===== config.mk =====
export PLATFORM = sky130hd
export DESIGN_NAME = rx_byte_buffer
export DESIGN_NICKNAME = d
export VERILOG_FILES = /design/src/rtl/rx_byte_buffer.sv
export SDC_FILE = /design/constraint.sdc
export NUM_CORES = 1
export LEC_CHECK = 0
export ABC_AREA = 1
export CORE_AREA = 4 4 95 97
export CTS_CLUSTER_SIZE = 25
export DETAILED_ROUTE_END_ITERATION = 6
export DIE_AREA = 0 0 99 101
export GPL_TIMING_DRIVEN = 1
export PLACE_DENSITY = 0.74
export SLEW_MARGIN = 40
export SYNTH_ARGS = -nofsm -noshare
export SYNTH_HDL_FRONTEND = slang
export SYNTH_SLANG_ARGS = --single-unit
export TNS_END_PERCENT = 10

===== constraint.sdc =====
create_clock -name clk -period 2.55 [get_ports clk]
set_input_delay 0.51 -clock clk [delete_from_list [all_inputs] [get_ports clk]]
set_output_delay 0.51 -clock clk [all_outputs]
set_load 0.03 [all_outputs]

===== src/rtl/rx_byte_buffer.sv =====
// Receive-byte buffer: acks each frame from the ISO7816 rx core and queues {frameErr, data} into a FWFT FIFO.
// Flags at N -> ackFlags at N+1 -> entry on rdValid/rdData at N+2; when full and not popped, the frame is acked and dropped.
module rx_byte_buffer #(
    parameter int DEPTH_LOG2    = 3,
    parameter int ERR_CNT_WIDTH = 8,
    parameter int STORE_ERRORED = 1
) (
    input  logic                     clk,
    input  logic                     nReset,
    input  logic [7:0]               rxData,
    input  logic                     rxDataReady,
    input  logic                     rxFrameError,
    input  logic                     rxOverrun,
    output logic                     ackFlags,
    output logic [7:0]               rdData,
    output logic                     rdFrameError,
    output logic                     rdValid,
    input  logic                     rdReady,
    output logic [DEPTH_LOG2:0]      level,
    output logic                     full,
    output logic                     dropFlag,
    output logic                     overrunFlag,
    output logic [ERR_CNT_WIDTH-1:0] errorCount,
    input  logic                     clearStatus
);
    localparam int                       DEPTH      = 1 << DEPTH_LOG2;
    localparam logic [DEPTH_LOG2:0]      LEVEL_FULL = (DEPTH_LOG2+1)'(DEPTH);
    localparam logic [DEPTH_LOG2:0]      LEVEL_ONE  = (DEPTH_LOG2+1)'(1);
    localparam logic [DEPTH_LOG2-1:0]    PTR_ONE    = DEPTH_LOG2'(1);
    localparam logic [ERR_CNT_WIDTH-1:0] ERR_ONE    = ERR_CNT_WIDTH'(1);
    localparam logic [ERR_CNT_WIDTH-1:0] ERR_MAX    = '1;

    typedef enum logic [1:0] {
        S_IDLE,
        S_CAPTURE,
        S_WAIT_CLEAR
    } state_t;

    state_t                   state_q, state_d;
    logic                     ack_flags_q, ack_flags_d;
    logic [DEPTH_LOG2-1:0]    wr_ptr_q, wr_ptr_d;
    logic [DEPTH_LOG2-1:0]    rd_ptr_q, rd_ptr_d;
    logic [DEPTH_LOG2:0]      level_q, level_d;
    logic                     drop_flag_q, drop_flag_d;
    logic                     overrun_flag_q, overrun_flag_d;
    logic [ERR_CNT_WIDTH-1:0] err_cnt_q, err_cnt_d;
    logic [8:0]               mem_q [DEPTH];
    logic [8:0]               head;

    logic capture;
    logic store_en;
    logic fifo_full;
    logic fifo_nempty;
    logic pop;
    logic wr_en;
    logic drop_evt;
    logic err_evt;
    logic ovr_evt;

    always_comb begin
        state_d = state_q;
        case (state_q)
            S_IDLE: begin
                if (rxDataReady || rxFrameError) begin
                    state_d = S_CAPTURE;
                end
            end
            S_CAPTURE: begin
                state_d = S_WAIT_CLEAR;
            end
            S_WAIT_CLEAR: begin
                // hold off until the core has seen the ack and lowered its flags
                if (!rxDataReady && !rxFrameError) begin
                    state_d = S_IDLE;
                end
            end
            default: begin
                state_d = S_IDLE;
            end
        endcase
        ack_flags_d = (state_d == S_CAPTURE);
    end

    assign capture     = (state_q == S_CAPTURE);
    assign store_en    = capture && ((STORE_ERRORED != 0) || !rxFrameError);
    assign fifo_full   = (level_q == LEVEL_FULL);
    assign fifo_nempty = (level_q != '0);
    assign pop         = fifo_nempty && rdReady;
    // a pop in the same cycle frees the slot the write needs
    assign wr_en       = store_en && (!fifo_full || pop);
    assign drop_evt    = store_en && fifo_full && !pop;
    assign err_evt     = capture && rxFrameError;
    assign ovr_evt     = capture && rxOverrun;

    always_comb begin
        wr_ptr_d = wr_ptr_q;
        rd_ptr_d = rd_ptr_q;
        level_d  = level_q;
        if (wr_en) begin
            wr_ptr_d = wr_ptr_q + PTR_ONE;
        end
        if (pop) begin
            rd_ptr_d = rd_ptr_q + PTR_ONE;
        end
        case ({wr_en, pop})
            2'b10:   level_d = level_q + LEVEL_ONE;
            2'b01:   level_d = level_q - LEVEL_ONE;
            default: level_d = level_q;
        endcase
    end

    always_comb begin
        drop_flag_d    = drop_flag_q;
        overrun_flag_d = overrun_flag_q;
        err_cnt_d      = err_cnt_q;
        if (clearStatus) begin
            drop_flag_d    = 1'b0;
            overrun_flag_d = 1'b0;
            err_cnt_d      = '0;
        end
        // a coincident event overrides the clear
        if (drop_evt) begin
            drop_flag_d = 1'b1;
        end
        if (ovr_evt) begin
            overrun_flag_d = 1'b1;
        end
        if (err_evt) begin
            if (clearStatus) begin
                err_cnt_d = ERR_ONE;
            end else if (err_cnt_q != ERR_MAX) begin
                err_cnt_d = err_cnt_q + ERR_ONE;
            end
        end
    end

    always_ff @(posedge clk) begin
        if (nReset) begin
            state_q        <= S_IDLE;
            ack_flags_q    <= 1'b0;
            wr_ptr_q       <= '0;
            rd_ptr_q       <= '0;
            level_q        <= '0;
            drop_flag_q    <= 1'b0;
            overrun_flag_q <= 1'b0;
            err_cnt_q      <= '0;
        end else begin
            state_q        <= state_d;
            ack_flags_q    <= ack_flags_d;
            wr_ptr_q       <= wr_ptr_d;
            rd_ptr_q       <= rd_ptr_d;
            level_q        <= level_d;
            drop_flag_q    <= drop_flag_d;
            overrun_flag_q <= overrun_flag_d;
            err_cnt_q      <= err_cnt_d;
        end
    end

    // storage needs no reset: nothing is readable until level says so
    always_ff @(posedge clk) begin
        if (wr_en) begin
            mem_q[wr_ptr_q] <= {rxFrameError, rxData};
        end
    end

    assign head         = mem_q[rd_ptr_q];
    assign rdData       = head[7:0];
    assign rdFrameError = head[8];
    assign rdValid      = fifo_nempty;
    assign ackFlags     = ack_flags_q;
    assign level        = level_q;
    assign full         = fifo_full;
    assign dropFlag     = drop_flag_q;
    assign overrunFlag  = overrun_flag_q;
    assign errorCount   = err_cnt_q;

endmodule


==> results by group, run 1 <==
Floorplan
  – Area enclosed by the die boundary: 0.0100 sq mm
  – Floorplan die width: 99 microns
  – Core area: 0.00813 sq mm
  – IO Pins: 41
  – Die height: 101 microns
  – Rows: 33
  – Initial core utilization: 49.7%

Power and ir drop
  – Total leakage power: 1.73 nW
  – Total Power Consumption: 4.51 mW
  – PwrDens: 934 mW/mm^2
  – Max VDD drop: 0.000710 V

Routing
  – Met1 wire length: 3520 microns
  – Metal2 WL: 4240 microns
  – Routed wire length: 8390 microns
  – Met3 WL post-DR: 537 microns
  – Via-to-Cell Ratio: 5.34
  – Number of violations reported at the end of detailed-routing iteration 0: 131
  – Average routed wire per standard cell: 15.4 microns
  – Final ANT Viol Nets: 0
  – DRT Pass-1 Iters: 4
  – Remaining DRCs: 0
  – Highest signal layer in the routed design: met4
  – Via count: 2904

CTS
  – Post-CTS Setup Inserts: 0
  – Max Buffers Root-to-Sink: 2
  – Number of gates given a new drive strength after cts: 9
  – Clock tree from TritonCTS: built
  – Maximum level of the CTS H-tree: 3
  – Count of hold buffers inserted by post-cts repair: 0
  – Clock Pin Slew Worst Setup and Hold Paths: 90 ps
  – Number of sinks driven by the clock tree: 98
  – TritonCTS buffer count: 9
  – Clock latency on the worst-skew pair: 350 ps
  – Clock Tree Root: sky130_fd_sc_hd__clkbuf_8

Synth
  – Post-synthesis share of cell area spent on and, or, nand and nor gates: 15.7%
  – Synth area leaders: sky130_fd_sc_hd__edfxtp_1 53%, sky130_fd_sc_hd__dfxtp_1 13%, sky130_fd_sc_hd__nor2_1 8.0%, sky130_fd_sc_hd__o21ai_0 5.4%, sky130_fd_sc_hd__inv_1 2.4%
  – Number of distinct standard cells referenced by the synthesized netlist: 31
  – Count of yosys warnings during synthesis: 0
  – Flop and latch count out of synthesis: 98
  – Share of the synthesized area in compound gates (AO/OA/AOI/OAI): 11.5%
  – Sequential element share of the synthesized area: 66.4%
  – Number of instances in the synthesized netlist: 376
  – Fraction of synthesized cell area in xor and xnor cells: 0.650%
  – Post-Syn Nets: 395
  – Area share of fa/ha/maj cells after synthesis: 1.24%
  – Multiplexer share of the synthesized area: 0%
  – Dominant combinational cell family by area after synthesis: simple AND/OR/NAND/NOR gates
  – Dominant cell type by area after synthesis: sky130_fd_sc_hd__edfxtp_1
  – Post-synth design cell area: 0.00404 sq mm
  – Syn avg cell area: 10.7 sq um
  – Fraction of synthesized cell area taken by the top area cell type: 53.5%

Timing
  – Setup TNS: 0 ps
  – Count of final max-slew check failures: 0
  – Transition time at the pin with the least slew margin: 331 ps
  – Post-Route Skew: 6.21 ps
  – Shortest clock period the worst path allows after layout: 2410 ps
  – Crit share post-route: 94.4%
  – Final-report setup violation count: 0
  – Fmax: 0.415 GHz
  – Final-report hold violation count: 0
  – Slew margin rel.: 77.8%
  – Setup repair after global routing missed its margin: yes
  – Smallest hold slack: 465 ps

Outcome
  – Result of the run: finished, final reports clean

Global routing
  – Antenna violations before repair: 0
  – All-Layer GR Usage: 18.0%
  – Maximum number of pins on one net before global-route repair: 27
  – Number of global-route vias before repair: 2923
  – Global-route congestion overflow total: 0
  – Global-route wire length before repair: 14000 microns

Setup path
  – Worst endpoint data arrival time: 1900 ps
  – Setup crit start kind: register
  – Reg2Reg Setup Slack: 780 ps
  – Category of the most critical setup path: register to output pin
  – Endpoint class of the critical path: output pin
  – Biggest fanout along the worst timing path: 26
  – Worst path required time: 2040 ps

Final layout
  – Post-route insts no fill: 544
  – Layout Nets: 453
  – Fraction of final layout cells with drive strength greater than 1: 13.2%
  – Highest-count cells in the layout ignoring fill and taps: 86 x sky130_fd_sc_hd__nor2_1, 72 x sky130_fd_sc_hd__edfxtp_1, 44 x sky130_fd_sc_hd__o21ai_0
  – Layout overhead on the synthesized area: 19.6%
  – Most common cell after layout, fill and taps aside: sky130_fd_sc_hd__nor2_1
  – Total inserted antenna cells: 0

Placed design
  – Placed instance count: 528
  – Dpl hpwl: 5900 microns
  – Port bufs: 40
  – RePlAce Congestion: 0.850

Hold path
  – Path type of the worst min-delay path: register to register

Job
  – Max-cap violation count: 0
[worst paths after layout]
check,startpoint,endpoint,cells past startpoint
worst max register to register,level[0],mem_q[7][5],9
worst max-delay path,register,rdData[2],6
worst min-delay path,rd_ptr_q[2],register,2
worst min register to register,rd_ptr_q[2],register,2
[report_power, final]
group / total [mW] / switching (mW) / internal, mW / leakage (nW)
Sequential: 1.90 / 0.0888 / 1.81 / 0.862
Combinational: 1.64 / 1.06 / 0.581 / 0.774
Clock: 0.976 / 0.520 / 0.456 / 0.0905
[worst max-delay path, cell delays in order (launching register included)]
cell and delay, ps:
sky130_fd_sc_hd__dfxtp_1 360, sky130_fd_sc_hd__buf_4 270, sky130_fd_sc_hd__o21ai_0 120, sky130_fd_sc_hd__o22ai_1 160, sky130_fd_sc_hd__nor2_1 50, sky130_fd_sc_hd__a31oi_1 180, sky130_fd_sc_hd__clkdlybuf4s15_1 400
[per-stage QoR]
stage	util, %	setup slack [ps]	cell area, sq um
finish	59.4	142	4830
global route	59.4	-31.3	4830
CTS	59.5	106	4840
detailed placement	57.3	204	4660
global placement	57.3	224	4660
floorplan	-	405	4040
[Yosys cell counts]
master and instances:
sky130_fd_sc_hd__ha_1 4, sky130_fd_sc_hd__xor2_1 3, sky130_fd_sc_hd__nand2_4 2, sky130_fd_sc_hd__inv_2 6
sky130_fd_sc_hd__a21oi_2 1, sky130_fd_sc_hd__buf_2 9, sky130_fd_sc_hd__clkbuf_1 3, sky130_fd_sc_hd__a211oi_1 2
sky130_fd_sc_hd__o21ai_1 5, sky130_fd_sc_hd__nor3_1 7, sky130_fd_sc_hd__nand3_1 7, sky130_fd_sc_hd__o21ai_0 44
sky130_fd_sc_hd__inv_1 26, sky130_fd_sc_hd__nand2_1 22, sky130_fd_sc_hd__nor2_1 86, sky130_fd_sc_hd__dfxtp_1 26
sky130_fd_sc_hd__nand3_4 1, sky130_fd_sc_hd__clkinv_1 1, sky130_fd_sc_hd__nand2_2 6, sky130_fd_sc_hd__a21oi_1 9
sky130_fd_sc_hd__edfxtp_1 72, sky130_fd_sc_hd__a32o_1 1, sky130_fd_sc_hd__nand4_1 5, sky130_fd_sc_hd__o21bai_1 1
sky130_fd_sc_hd__nor2_2 3, sky130_fd_sc_hd__a31oi_1 10, sky130_fd_sc_hd__nor4_2 1, sky130_fd_sc_hd__o31ai_1 1
sky130_fd_sc_hd__nand3_2 2, sky130_fd_sc_hd__a221oi_1 1, sky130_fd_sc_hd__o22ai_1 9
[area by class of cell]
class                   instances  area, sq um
clock inverters                 6         66.3
repair buffers                 59          524
inverters                      33          124
fillers                       658         3300
flip-flops and latches         98         2680
clock buffers                  10          128
multi-input cells             233         1180
well taps                     105          131
[cell families after synthesis]
kind of cell	count (synthesis)
DFF	98
and+or+nand+nor	142
buffers and inverters	45
adders and majority gates	4
xor gates and xnor gates	3
AOI/OAI and AO/OA	84
[sequential cells by signal, summed over array words and instances (netlist names), named ones only]
| signal | count |
|---|---|
| mem_q | 72 |
| errorCount | 8 |
| level | 4 |
| rd_ptr_q | 3 |
| wr_ptr_q | 3 |
| state_q | 2 |
| ackFlags | 1 |
| dropFlag | 1 |
| overrunFlag | 1 |
[routing by layer]
layer	vias up	track usage (%)
met4	0	8.09
met3	9	3.39
met1	1376	22.1
li1	1427	-
met2	92	30.9
met5	-	0
Power figures use the tool's default switching activity.
==> run 2, diff against run 1 <==
--- a/config.mk
+++ b/config.mk
@@ -5,7 +5,6 @@
 export SDC_FILE = /design/constraint.sdc
 export NUM_CORES = 1
 export LEC_CHECK = 0
-export ABC_AREA = 1
 export CORE_AREA = 4 4 95 97
 export CTS_CLUSTER_SIZE = 25
 export DETAILED_ROUTE_END_ITERATION = 6
==> run 2 against run 1 <==
  * Die area unchanged
  * Worst setup slack got worse by 66 ps
  * Power fell by 15%
  * Critical endpoint is now rdFrameError
  * Largest cell class unchanged
  * Largest power group unchanged
==> results by group, run 2 <==
Outcome
  – Result of the run: finished, final reports clean (unchanged)

Timing
  – Smallest hold slack: 502 ps (was 465 ps)
  – Final-report hold violation count: 0 (unchanged)
  – Shortest clock period the worst path allows after layout: 2470 ps (was 2410 ps)
  – Setup repair after global routing missed its margin: yes (unchanged)
  – Post-Route Skew: 9.97 ps (was 6.21 ps)
  – Slew margin rel.: 62.5% (was 77.8%)
  – Crit share post-route: 97.0% (was 94.4%)
  – Final-report setup violation count: 0 (unchanged)
  – Count of final max-slew check failures: 0 (unchanged)
  – Fmax: 0.404 GHz (was 0.415 GHz)
  – Transition time at the pin with the least slew margin: 561 ps (was 331 ps)

Floorplan
  – Rows: 33 (unchanged)
  – Die height: 101 microns (unchanged)
  – Floorplan die width: 99 microns (unchanged)
  – Core area: 0.00813 sq mm (unchanged)
  – Area enclosed by the die boundary: 0.0100 sq mm (unchanged)
  – Initial core utilization: 49.7% (unchanged)
  – IO Pins: 41 (unchanged)

Setup path
  – Setup crit start kind: register (unchanged)
  – Worst endpoint data arrival time: 1960 ps (was 1900 ps)
  – Worst path required time: 2040 ps (about the same)
  – Biggest fanout along the worst timing path: 17 (was 26)
  – Endpoint class of the critical path: output pin (unchanged)
  – Category of the most critical setup path: register to output pin (unchanged)

CTS
  – Max Buffers Root-to-Sink: 2 (unchanged)
  – Maximum level of the CTS H-tree: 3 (unchanged)
  – Number of sinks driven by the clock tree: 98 (unchanged)
  – Clock latency on the worst-skew pair: 350 ps (about the same)
  – Clock Tree Root: sky130_fd_sc_hd__clkbuf_8 (unchanged)
  – TritonCTS buffer count: 9 (unchanged)
  – Count of hold buffers inserted by post-cts repair: 0 (unchanged)
  – Clock tree from TritonCTS: built (unchanged)
  – Clock Pin Slew Worst Setup and Hold Paths: 90 ps (about the same)

Final layout
  – Layout Nets: 332 (was 453)
  – Number of inserted filler cells in the final layout: 629 (was 658)
  – Most common cell after layout, fill and taps aside: sky130_fd_sc_hd__edfxtp_1 (was sky130_fd_sc_hd__nor2_1)
  – Layout overhead on the synthesized area: 20.6% (was 19.6%)
  – Most flop-heavy register: mem_q (unchanged)
  – Total inserted antenna cells: 0 (unchanged)
  – Fraction of final layout cells with drive strength greater than 1: 25.5% (was 13.2%)
  – Post-route insts no fill: 423 (was 544)
  – Number of flip-flops in the largest register: 72 (unchanged)
  – Highest-count cells in the layout ignoring fill and taps: 72 x sky130_fd_sc_hd__edfxtp_1, 30 x sky130_fd_sc_hd__clkdlybuf4s50_1, 25 x sky130_fd_sc_hd__dfxtp_1 (was 86 x sky130_fd_sc_hd__nor2_1, 72 x sky130_fd_sc_hd__edfxtp_1, 44 x sky130_fd_sc_hd__o21ai_0)

Synth
  – Syn avg cell area: 15.8 sq um (was 10.7 sq um)
  – Share of async-settable or async-resettable flops after synthesis: 0% (unchanged)
  – Sequential element share of the synthesized area: 66.4% (unchanged)
  – Synth area leaders: sky130_fd_sc_hd__edfxtp_1 53%, sky130_fd_sc_hd__dfxtp_1 13%, sky130_fd_sc_hd__mux4_2 10%, sky130_fd_sc_hd__mux2_2 2.8%, sky130_fd_sc_hd__nor2_1 2.2% (was sky130_fd_sc_hd__edfxtp_1 53%, sky130_fd_sc_hd__dfxtp_1 13%, sky130_fd_sc_hd__nor2_1 8.0%, sky130_fd_sc_hd__o21ai_0 5.4%, sky130_fd_sc_hd__inv_1 2.4%)
  – Flop and latch count out of synthesis: 98 (unchanged)
  – Number of instances in the synthesized netlist: 255 (was 376)
  – Top post-synthesis cells by count: 72 x sky130_fd_sc_hd__edfxtp_1, 26 x sky130_fd_sc_hd__dfxtp_1, 24 x sky130_fd_sc_hd__nor2_1 (was 86 x sky130_fd_sc_hd__nor2_1, 72 x sky130_fd_sc_hd__edfxtp_1, 44 x sky130_fd_sc_hd__o21ai_0)
  – Count of yosys warnings during synthesis: 0 (unchanged)
  – Post-synth design cell area: 0.00404 sq mm (unchanged)
  – Post-synth EDFFs: 72 (unchanged)
  – Fraction of synthesized cell area taken by the top area cell type: 53.5% (unchanged)
  – Dominant cell type by area after synthesis: sky130_fd_sc_hd__edfxtp_1 (unchanged)
  – Post-Syn Nets: 274 (was 395)
  – Number of distinct standard cells referenced by the synthesized netlist: 49 (was 31)
  – Most frequent cell after synthesis: sky130_fd_sc_hd__edfxtp_1 (was sky130_fd_sc_hd__nor2_1)
  – Main synth FF type: sky130_fd_sc_hd__edfxtp_1 (unchanged)

Routing
  – Final ANT Viol Nets: 0 (unchanged)
  – Number of violations reported at the end of detailed-routing iteration 0: 88 (was 131)
  – Remaining DRCs: 0 (unchanged)
  – Via-to-Cell Ratio: 5.51 (was 5.34)
  – Via count: 2331 (was 2904)
  – Average routed wire per standard cell: 17.8 microns (was 15.4 microns)
  – Routed wire length: 7510 microns (was 8390 microns)
  – DRT Pass-1 Iters: 4 (unchanged)

Job
  – Max-cap violation count: 0 (unchanged)

Global routing
  – All-Layer GR Usage: 16.4% (was 18.0%)
  – Global-route wire length before repair: 12600 microns (was 14000 microns)
  – Global-route congestion overflow total: 0 (unchanged)
  – Number of global-route vias before repair: 2435 (was 2923)
  – Maximum number of pins on one net before global-route repair: 19 (was 27)
  – Antenna violations before repair: 0 (unchanged)

Placed design
  – Placed instance count: 406 (was 528)
  – RePlAce Congestion: 0.779 (was 0.850)
  – Port bufs: 40 (unchanged)
  – Dpl hpwl: 4900 microns (was 5900 microns)

Power and ir drop
  – Total Power Consumption: 3.82 mW (was 4.51 mW)
  – PwrDens: 784 mW/mm^2 (was 934 mW/mm^2)
  – Max VDD drop: 0.000844 V (was 0.000710 V)
  – Total leakage power: 1.64 nW (was 1.73 nW)

Hold path
  – Path type of the worst min-delay path: register to register (unchanged)
==> run 2: routing by layer <==
layer,vias to the layer above,track usage [%],part of all wire (%)
met2,48,27.0,51
met4,0,4.73,1.1
met1,1160,21.8,44
li1,1117,-,-
met3,6,3.81,3.9
met5,-,0,0
==> run 2: cell families after synthesis <==
family / share of synthesized area, %
XOR/XNOR: 1.52
multiplexers: 14.4
flip-flops: 66.4
AO/OA/AOI/OAI: 5.39
AND/OR/NAND/NOR: 9.23
buffers and inverters: 1.89
adder cells (fa/ha/maj): 1.24
==> run 2: critical path: stages, from the launching register on <==
cell and delay [ps]:
sky130_fd_sc_hd__dfxtp_2 350, sky130_fd_sc_hd__buf_12 180, sky130_fd_sc_hd__buf_4 160, sky130_fd_sc_hd__mux4_2 490, sky130_fd_sc_hd__mux2_2 280, sky130_fd_sc_hd__buf_4 170
==> run 2: stage by stage <==
step | setup TNS [ps] | area [sq um] | util, % | setup slack, ps
after global placement | 0 | 4660 | 57.3 | 113
after global routing | -17.5 | 4870 | 59.9 | -17.5
after floorplan | 0 | 4040 | - | 218
after CTS | -14.9 | 4870 | 59.9 | -14.9
final | 0 | 4870 | 59.9 | 76.2
after detailed placement | 0 | 4660 | 57.3 | 97.9
==> run 2: worst paths after layout <==
check | startpoint | end | slack (ps) | cells after the start
max | register | rdFrameError | 80 | 5
min | rd_ptr_q[1] | rd_ptr_q[1] | 500 | 2
max reg2reg | level[3] | level[1] | 300 | 7
min reg2reg | rd_ptr_q[1] | rd_ptr_q[1] | 500 | 2
==> run 2: cell type report <==
class                           instances  area, sq um  share of cell area (%)
Tap cell                              105          131                    2.70
Clock inverter                          7         76.3                    1.57
Timing Repair Buffer                   58          564                    11.6
Clock buffer                            9          124                    2.54
Sequential cell                        98         2680                    55.1
Inverter                                1         3.75                  0.0770
Multi-Input combinational cell        145         1290                    26.5
==> run 2: report_power, final <==
group | switching, mW | internal, mW | leakage [nW]
clock | 0.529 | 0.461 | 0.0979
combinational | 0.492 | 0.478 | 0.681
sequential | 0.0896 | 1.77 | 0.862
==> run 2: repair_timing <==
action,in CTS,in global routing
buffers inserted,1,0
pin swaps,0,0
setup endpoints to repair,8,10
resized for setup,23,3
endpoints found under the hold margin,0,0
==> run 3, diff against run 2 <==
--- a/config.mk
+++ b/config.mk
@@ -11,7 +11,7 @@
 export DIE_AREA = 0 0 99 101
 export GPL_TIMING_DRIVEN = 1
 export PLACE_DENSITY = 0.74
-export SLEW_MARGIN = 40
+export SLEW_MARGIN = 20
 export SYNTH_ARGS = -nofsm -noshare
 export SYNTH_HDL_FRONTEND = slang
 export SYNTH_SLANG_ARGS = --single-unit
==> results of run 3 <==
No change in the layout: final DEF, timing and power equal those of run 2.
